### config.mk
export PLATFORM = sky130hd
export DESIGN_NAME = yarp_mem_arbiter
export DESIGN_NICKNAME = d
export VERILOG_FILES = /design/src/rtl/yarp_mem_arbiter.sv
export SDC_FILE = /design/constraint.sdc
export NUM_CORES = 1
export LEC_CHECK = 0
export BUFFER_PORTS_ARGS = -buffer_cell sky130_fd_sc_hd__buf_2
export CORE_MARGIN = 4
export CORE_UTILIZATION = 35
export CTS_CLUSTER_DIAMETER = 50
export DETAILED_ROUTE_END_ITERATION = 16
export GPL_TIMING_DRIVEN = 0
export PLACE_DENSITY = 0.81
export SETUP_SLACK_MARGIN = 0.3
export SLEW_MARGIN = 20
export SYNTH_ARGS = -nofsm -noshare
export SYNTH_HDL_FRONTEND = slang
export SYNTH_SLANG_ARGS = --single-unit
### constraint.sdc
create_clock -name clk -period 5.5 [get_ports clk]
set_clock_uncertainty 0.15 [all_clocks]
set_input_delay 0.825 -clock clk [delete_from_list [all_inputs] [get_ports clk]]
set_output_delay 0.825 -clock clk [all_outputs]
set_load 0.02 [all_outputs]
### src/rtl/yarp_mem_arbiter.sv
// yarp_mem_arbiter
//  Shares one unified memory bus between the YARP instruction-fetch port and the
//  data-memory port. One transaction is in flight at a time. The data port wins
//  arbitration by default. After STARVE_LIMIT lost arbitrations, the instruction
//  port is forced to win.
//
//  Ports
//   clk, reset                 clock, synchronous active-high reset
//   i_req_i / i_addr_i         instruction fetch request (held until i_rvalid_o)
//   i_rvalid_o / i_rdata_o     fetch response pulse and data
//   d_req_i / d_addr_i         data request (held until d_rvalid_o)
//   d_wr_i / d_byte_en_i       store flag and size code (00 byte, 01 half, 11 word)
//   d_wr_data_i                store data
//   d_rvalid_o / d_rdata_o     data response/ack pulse and load data
//   mem_req_o .. mem_wr_data_o registered bus request and payload
//   mem_gnt_i                  bus accepted the request
//   mem_rvalid_i / mem_rdata_i bus response
//   err_o                      sticky: bus response seen with nothing outstanding
module yarp_mem_arbiter #(
  parameter int unsigned STARVE_LIMIT = 4,
  parameter int unsigned CNT_W        = 3
) (
  input  logic        clk,
  input  logic        reset,
  input  logic        i_req_i,
  input  logic [31:0] i_addr_i,
  output logic        i_rvalid_o,
  output logic [31:0] i_rdata_o,
  input  logic        d_req_i,
  input  logic [31:0] d_addr_i,
  input  logic        d_wr_i,
  input  logic [1:0]  d_byte_en_i,
  input  logic [31:0] d_wr_data_i,
  output logic        d_rvalid_o,
  output logic [31:0] d_rdata_o,
  output logic        mem_req_o,
  output logic [31:0] mem_addr_o,
  output logic        mem_wr_o,
  output logic [1:0]  mem_byte_en_o,
  output logic [31:0] mem_wr_data_o,
  input  logic        mem_gnt_i,
  input  logic        mem_rvalid_i,
  input  logic [31:0] mem_rdata_i,
  output logic        err_o
);

  typedef enum logic [1:0] {
    ST_IDLE  = 2'd0,
    ST_ISSUE = 2'd1,
    ST_WAIT  = 2'd2
  } state_e;

  typedef enum logic {
    OWN_D = 1'b0,
    OWN_I = 1'b1
  } owner_e;

  localparam logic [CNT_W-1:0] StarveMax = CNT_W'(STARVE_LIMIT);

  state_e            state_q, state_d;
  owner_e            owner_q, owner_d;
  logic [CNT_W-1:0]  starve_q, starve_d;
  logic              mem_req_q, mem_req_d;
  logic [31:0]       mem_addr_q, mem_addr_d;
  logic              mem_wr_q, mem_wr_d;
  logic [1:0]        mem_be_q, mem_be_d;
  logic [31:0]       mem_wdata_q, mem_wdata_d;
  logic              err_q, err_d;
  logic              resp_c;
  logic              i_win_c;

  // State and bus payload registers
  always_ff @(posedge clk) begin
    if (reset) begin
      state_q     <= ST_IDLE;
      owner_q     <= OWN_D;
      starve_q    <= '0;
      mem_req_q   <= 1'b0;
      mem_addr_q  <= '0;
      mem_wr_q    <= 1'b0;
      mem_be_q    <= '0;
      mem_wdata_q <= '0;
      err_q       <= 1'b0;
    end else begin
      state_q     <= state_d;
      owner_q     <= owner_d;
      starve_q    <= starve_d;
      mem_req_q   <= mem_req_d;
      mem_addr_q  <= mem_addr_d;
      mem_wr_q    <= mem_wr_d;
      mem_be_q    <= mem_be_d;
      mem_wdata_q <= mem_wdata_d;
      err_q       <= err_d;
    end
  end

  // Arbitration, next state and same-cycle response routing
  always_comb begin
    state_d     = state_q;
    owner_d     = owner_q;
    starve_d    = starve_q;
    mem_req_d   = mem_req_q;
    mem_addr_d  = mem_addr_q;
    mem_wr_d    = mem_wr_q;
    mem_be_d    = mem_be_q;
    mem_wdata_d = mem_wdata_q;
    err_d       = err_q;
    resp_c      = 1'b0;
    // Instruction wins when alone, or when it has lost STARVE_LIMIT times in a row
    i_win_c     = i_req_i && (!d_req_i || (starve_q == StarveMax));

    unique case (state_q)
      ST_IDLE: begin
        if (mem_rvalid_i) begin
          err_d = 1'b1;
        end
        if (i_req_i || d_req_i) begin
          if (i_win_c) begin
            owner_d     = OWN_I;
            mem_addr_d  = i_addr_i;
            mem_wr_d    = 1'b0;
            mem_be_d    = 2'b11;
            mem_wdata_d = '0;
            starve_d    = '0;
          end else begin
            owner_d     = OWN_D;
            mem_addr_d  = d_addr_i;
            mem_wr_d    = d_wr_i;
            mem_be_d    = d_byte_en_i;
            mem_wdata_d = d_wr_data_i;
            if (i_req_i && (starve_q != StarveMax)) begin
              starve_d = starve_q + CNT_W'(1);
            end
          end
          mem_req_d = 1'b1;
          state_d   = ST_ISSUE;
        end
      end
      ST_ISSUE: begin
        if (mem_gnt_i) begin
          mem_req_d = 1'b0;
          if (mem_rvalid_i) begin
            resp_c  = 1'b1;
            state_d = ST_IDLE;
          end else begin
            state_d = ST_WAIT;
          end
        end
      end
      ST_WAIT: begin
        if (mem_rvalid_i) begin
          resp_c  = 1'b1;
          state_d = ST_IDLE;
        end
      end
      default: begin
        state_d   = ST_IDLE;
        mem_req_d = 1'b0;
      end
    endcase
  end

  // Response pulses are combinational off the bus; reset suppresses them
  always_comb begin
    i_rvalid_o = resp_c && (owner_q == OWN_I) && !reset;
    d_rvalid_o = resp_c && (owner_q == OWN_D) && !reset;
    i_rdata_o  = i_rvalid_o ? mem_rdata_i : '0;
    d_rdata_o  = d_rvalid_o ? mem_rdata_i : '0;
  end

  assign mem_req_o     = mem_req_q;
  assign mem_addr_o    = mem_addr_q;
  assign mem_wr_o      = mem_wr_q;
  assign mem_byte_en_o = mem_be_q;
  assign mem_wr_data_o = mem_wdata_q;
  assign err_o         = err_q;

endmodule

==> impl_metrics.env <==
export IMPL_final_area_mm2=0.00568
export IMPL_port_buffer_count=270
export IMPL_firstDrtPassIters=6
export IMPL_slew_viol_final=0
export IMPL_yosysTopAreaCell="dfxtp_1"
export IMPL_via_per_inst=5.07
export IMPL_cpMaxStageDelayCell="dfxtp_1"
export IMPL_p_total_mw=1.56
export IMPL_rows=38
export IMPL_p_comb_share_pct=26.8
export IMPL_power_switching_uw=502
export IMPL_nets=900
export IMPL_p_clk_share_pct=33.1
export IMPL_synth_seq_area_share_pct=38.5
export IMPL_area_delta_synth_final_pct=45.5
export IMPL_grtUsageTotal_pct=21.5
export IMPL_synth_edff_count=0
export IMPL_most_common_layout_cells="buf_2, dfxtp_1, and2_1, nand2_1"
export IMPL_synth_top_area_share_pct=38.5
export IMPL_synth_area_leaders="dfxtp_1, and2_1, o211ai_1"
export IMPL_clkTransAtPathRegs_ps=80
export IMPL_synth_nets=619
export IMPL_post_cts_buffers=0
export IMPL_hold_depth=2
export IMPL_dieWidth_um=114
export IMPL_maxSlewHeadroom_pct=57.7
export IMPL_globalRoute_totalOverflow=0
export IMPL_dpl_cell_count=886
export IMPL_routabilityCongestion=0.915
export IMPL_synth_area_mm2=0.00390
export IMPL_cap_violations=0
export IMPL_start_util_pct=35.8
export IMPL_ios=272
export IMPL_cellPowerDensity_mw_per_mm2=276
export IMPL_path_depth=7
export IMPL_ys_seq_elements=75
export IMPL_drc=0
export IMPL_cts_buffer_depth=2
export IMPL_p_seq_share_pct=40.2
export IMPL_synthDistinctLibCells=36
export IMPL_vias=4586
export IMPL_htree_levels=3
export IMPL_crit_chain="inv_1, ha_1, nand2_1, nor4b_4, clkbuf_1, and2_1, buf_2"
export IMPL_n_fill_cell=1057
export IMPL_slowest_delay_ps=380
export IMPL_busiest_layer="met2"
export IMPL_async_flop_share_pct=0
export IMPL_dpl_instance_area_mm2=0.00543
export IMPL_ctsResizeCount=0
export IMPL_drt_iter0_drc=219
export IMPL_tns_ps=0
export IMPL_crit_family="simple AND/OR/NAND/NOR gates"
export IMPL_drive_gt1_share_pct=43.8
export IMPL_cts_tree="yes"
export IMPL_hold_buffers=0
export IMPL_grt_pass1_vias=4337
export IMPL_outcome="completed"
export IMPL_p_leak_nw=2.79
export IMPL_syn_inst=476
export IMPL_die_area_mm2=0.0129
export IMPL_hold_class="flip-flop to flip-flop"
export IMPL_grt_pass1_wl_mm=22.1
export IMPL_seqCellArea_mm2=0.00150
export IMPL_rsz0062_at_grt="false"
export IMPL_final_hold_viol_count=0
export IMPL_worst_path_buf_inv=3
export IMPL_synth_area_per_cell_um2=8.20
export IMPL_ir_worst_vdd_mv=0.152
export IMPL_drt_total_wl_mm=14.6
export IMPL_critPathLaunchType="flip-flop"
export IMPL_grt_met2_usage_pct=38.8
export IMPL_grtUsageMet1_pct=24.5
export IMPL_worstMarginPinSlew_ps=635
export IMPL_use_met3_pct=4.14
export IMPL_clock_sinks=75
export IMPL_p_sw_share_pct=32.1
export IMPL_cts_root_buffer="clkbuf_8"
export IMPL_dp_hpwl_mm=11.4
export IMPL_ant_nets=0
export IMPL_cts_buffers=9
export IMPL_grt_antenna_before_repair=3
export IMPL_ys_flop_type="dfxtp_1"
export IMPL_crit_arrival_ps=2300
export IMPL_cp_required_ps=4530
export IMPL_yosysWarnings=0
export IMPL_r2r_cells=8
export IMPL_layout_commonest_cell="buf_2"
export IMPL_clk_latency_ps=350
export IMPL_crit_type="flip-flop to output port"
export IMPL_p_int_mw=1.06
export IMPL_max_freq_mhz=305
export IMPL_instances_no_fill=905
export IMPL_fin_crit_ps=3280
export IMPL_multi_input_area_mm2=0.00208
export IMPL_endpoint_kind="output port"
export IMPL_setup_violations_final=0
export IMPL_die_h_um=114
export IMPL_cp_max_fo=10
export IMPL_wl_per_cell_um=16.1
export IMPL_grt_max_degree=14
export IMPL_timing_final_crit_share_pct=59.6
export IMPL_coreArea_mm2=0.0109
-- metrics by stage --
stage                     setup WS, ps  util, %  hold WS, ps
after floorplan                   2790        -          299
after global placement            2380     49.9          290
after detailed placement          2340     49.9          293
after CTS                         2200     52.1          305
after global routing              2070     52.1          320
final                             2220     52.1          303
-- cell usage after synthesis (3+ instances only) --
master / count
o21ai_0: 27
ha_1: 6
buf_4: 7
inv_1: 5
nand2_1: 41
a21oi_1: 38
o21ai_1: 6
nand3_1: 33
or3_1: 3
clkbuf_1: 14
buf_2: 21
buf_1: 3
o211ai_1: 33
dfxtp_1: 75
a311oi_2: 6
buf_6: 7
and2_1: 64
a311oi_1: 26
nor2_1: 38
nor3_1: 3
-- worst reg2reg max path, cell delays in order, from the launching register on --
cell      delay, ps
dfxtp_1         320
inv_1           110
ha_1            150
buf_2           190
o21a_1          160
buf_6           150
buf_2           240
nor2_1           70
a311oi_1        300
-- layout make-up --
type | instances | share of cell area, %
Multi-Input combinational cell | 343 | 36.6
Sequential cell | 75 | 26.5
Timing Repair Buffer | 270 | 23.8
Buffer | 52 | 5.29
Tap cell | 140 | 3.09
Clock buffer | 10 | 2.25
Clock inverter | 6 | 1.98
Inverter | 6 | 0.397
Antenna cell | 3 | 0.132
-- power by group through the flow --
stage / logic (mW) / registers (mW) / clock network (mW)
floorplan: 0.190 / 0.705 / 0
detailed placement: 0.420 / 0.639 / 0
global route: 0.457 / 0.635 / 0.551
finish: 0.419 / 0.628 / 0.517
global placement: 0.415 / 0.639 / 0
CTS: 0.422 / 0.628 / 0.528
-- final timing paths --
| check | startpoint | end | slack [ps] |
|---|---|---|---|
| worst min register to register | mem_wr_data_o[13] | mem_wr_data_o[13] | 300 |
| worst min-delay path | mem_wr_data_o[13] | mem_wr_data_o[13] | 300 |
| worst max register to register | state_q[0] | mem_addr_o[31] | 3550 |
| worst max-delay path | state_q[1] | i_rdata_o[8] | 2220 |
-- logic make-up after synthesis --
logic type,count (synthesis),share of synthesized area (%)
and+or+nand+nor,190,25.2
AOI/OAI and AO/OA,147,26.1
DFF,75,38.5
buffers and inverters,58,8.27
adders and majority gates,6,1.92
-- state kept, by name, summed over array words and instances (netlist names), 2 cells and up --
| register | cells |
|---|---|
| starve_q | 3 |
| mem_wr_data_o | 32 |
| state_q | 2 |
| mem_byte_en_o | 2 |
| mem_addr_o | 32 |
-- metal layers --
metal / vias to the layer above / part of all wire, %
li1: 2255 / -
met1: 2101 / 38
met2: 213 / 52
met3: 17 / 8.1
met4: 0 / 2.0
met5: - / 0
(Power assumes the default switching activity.)
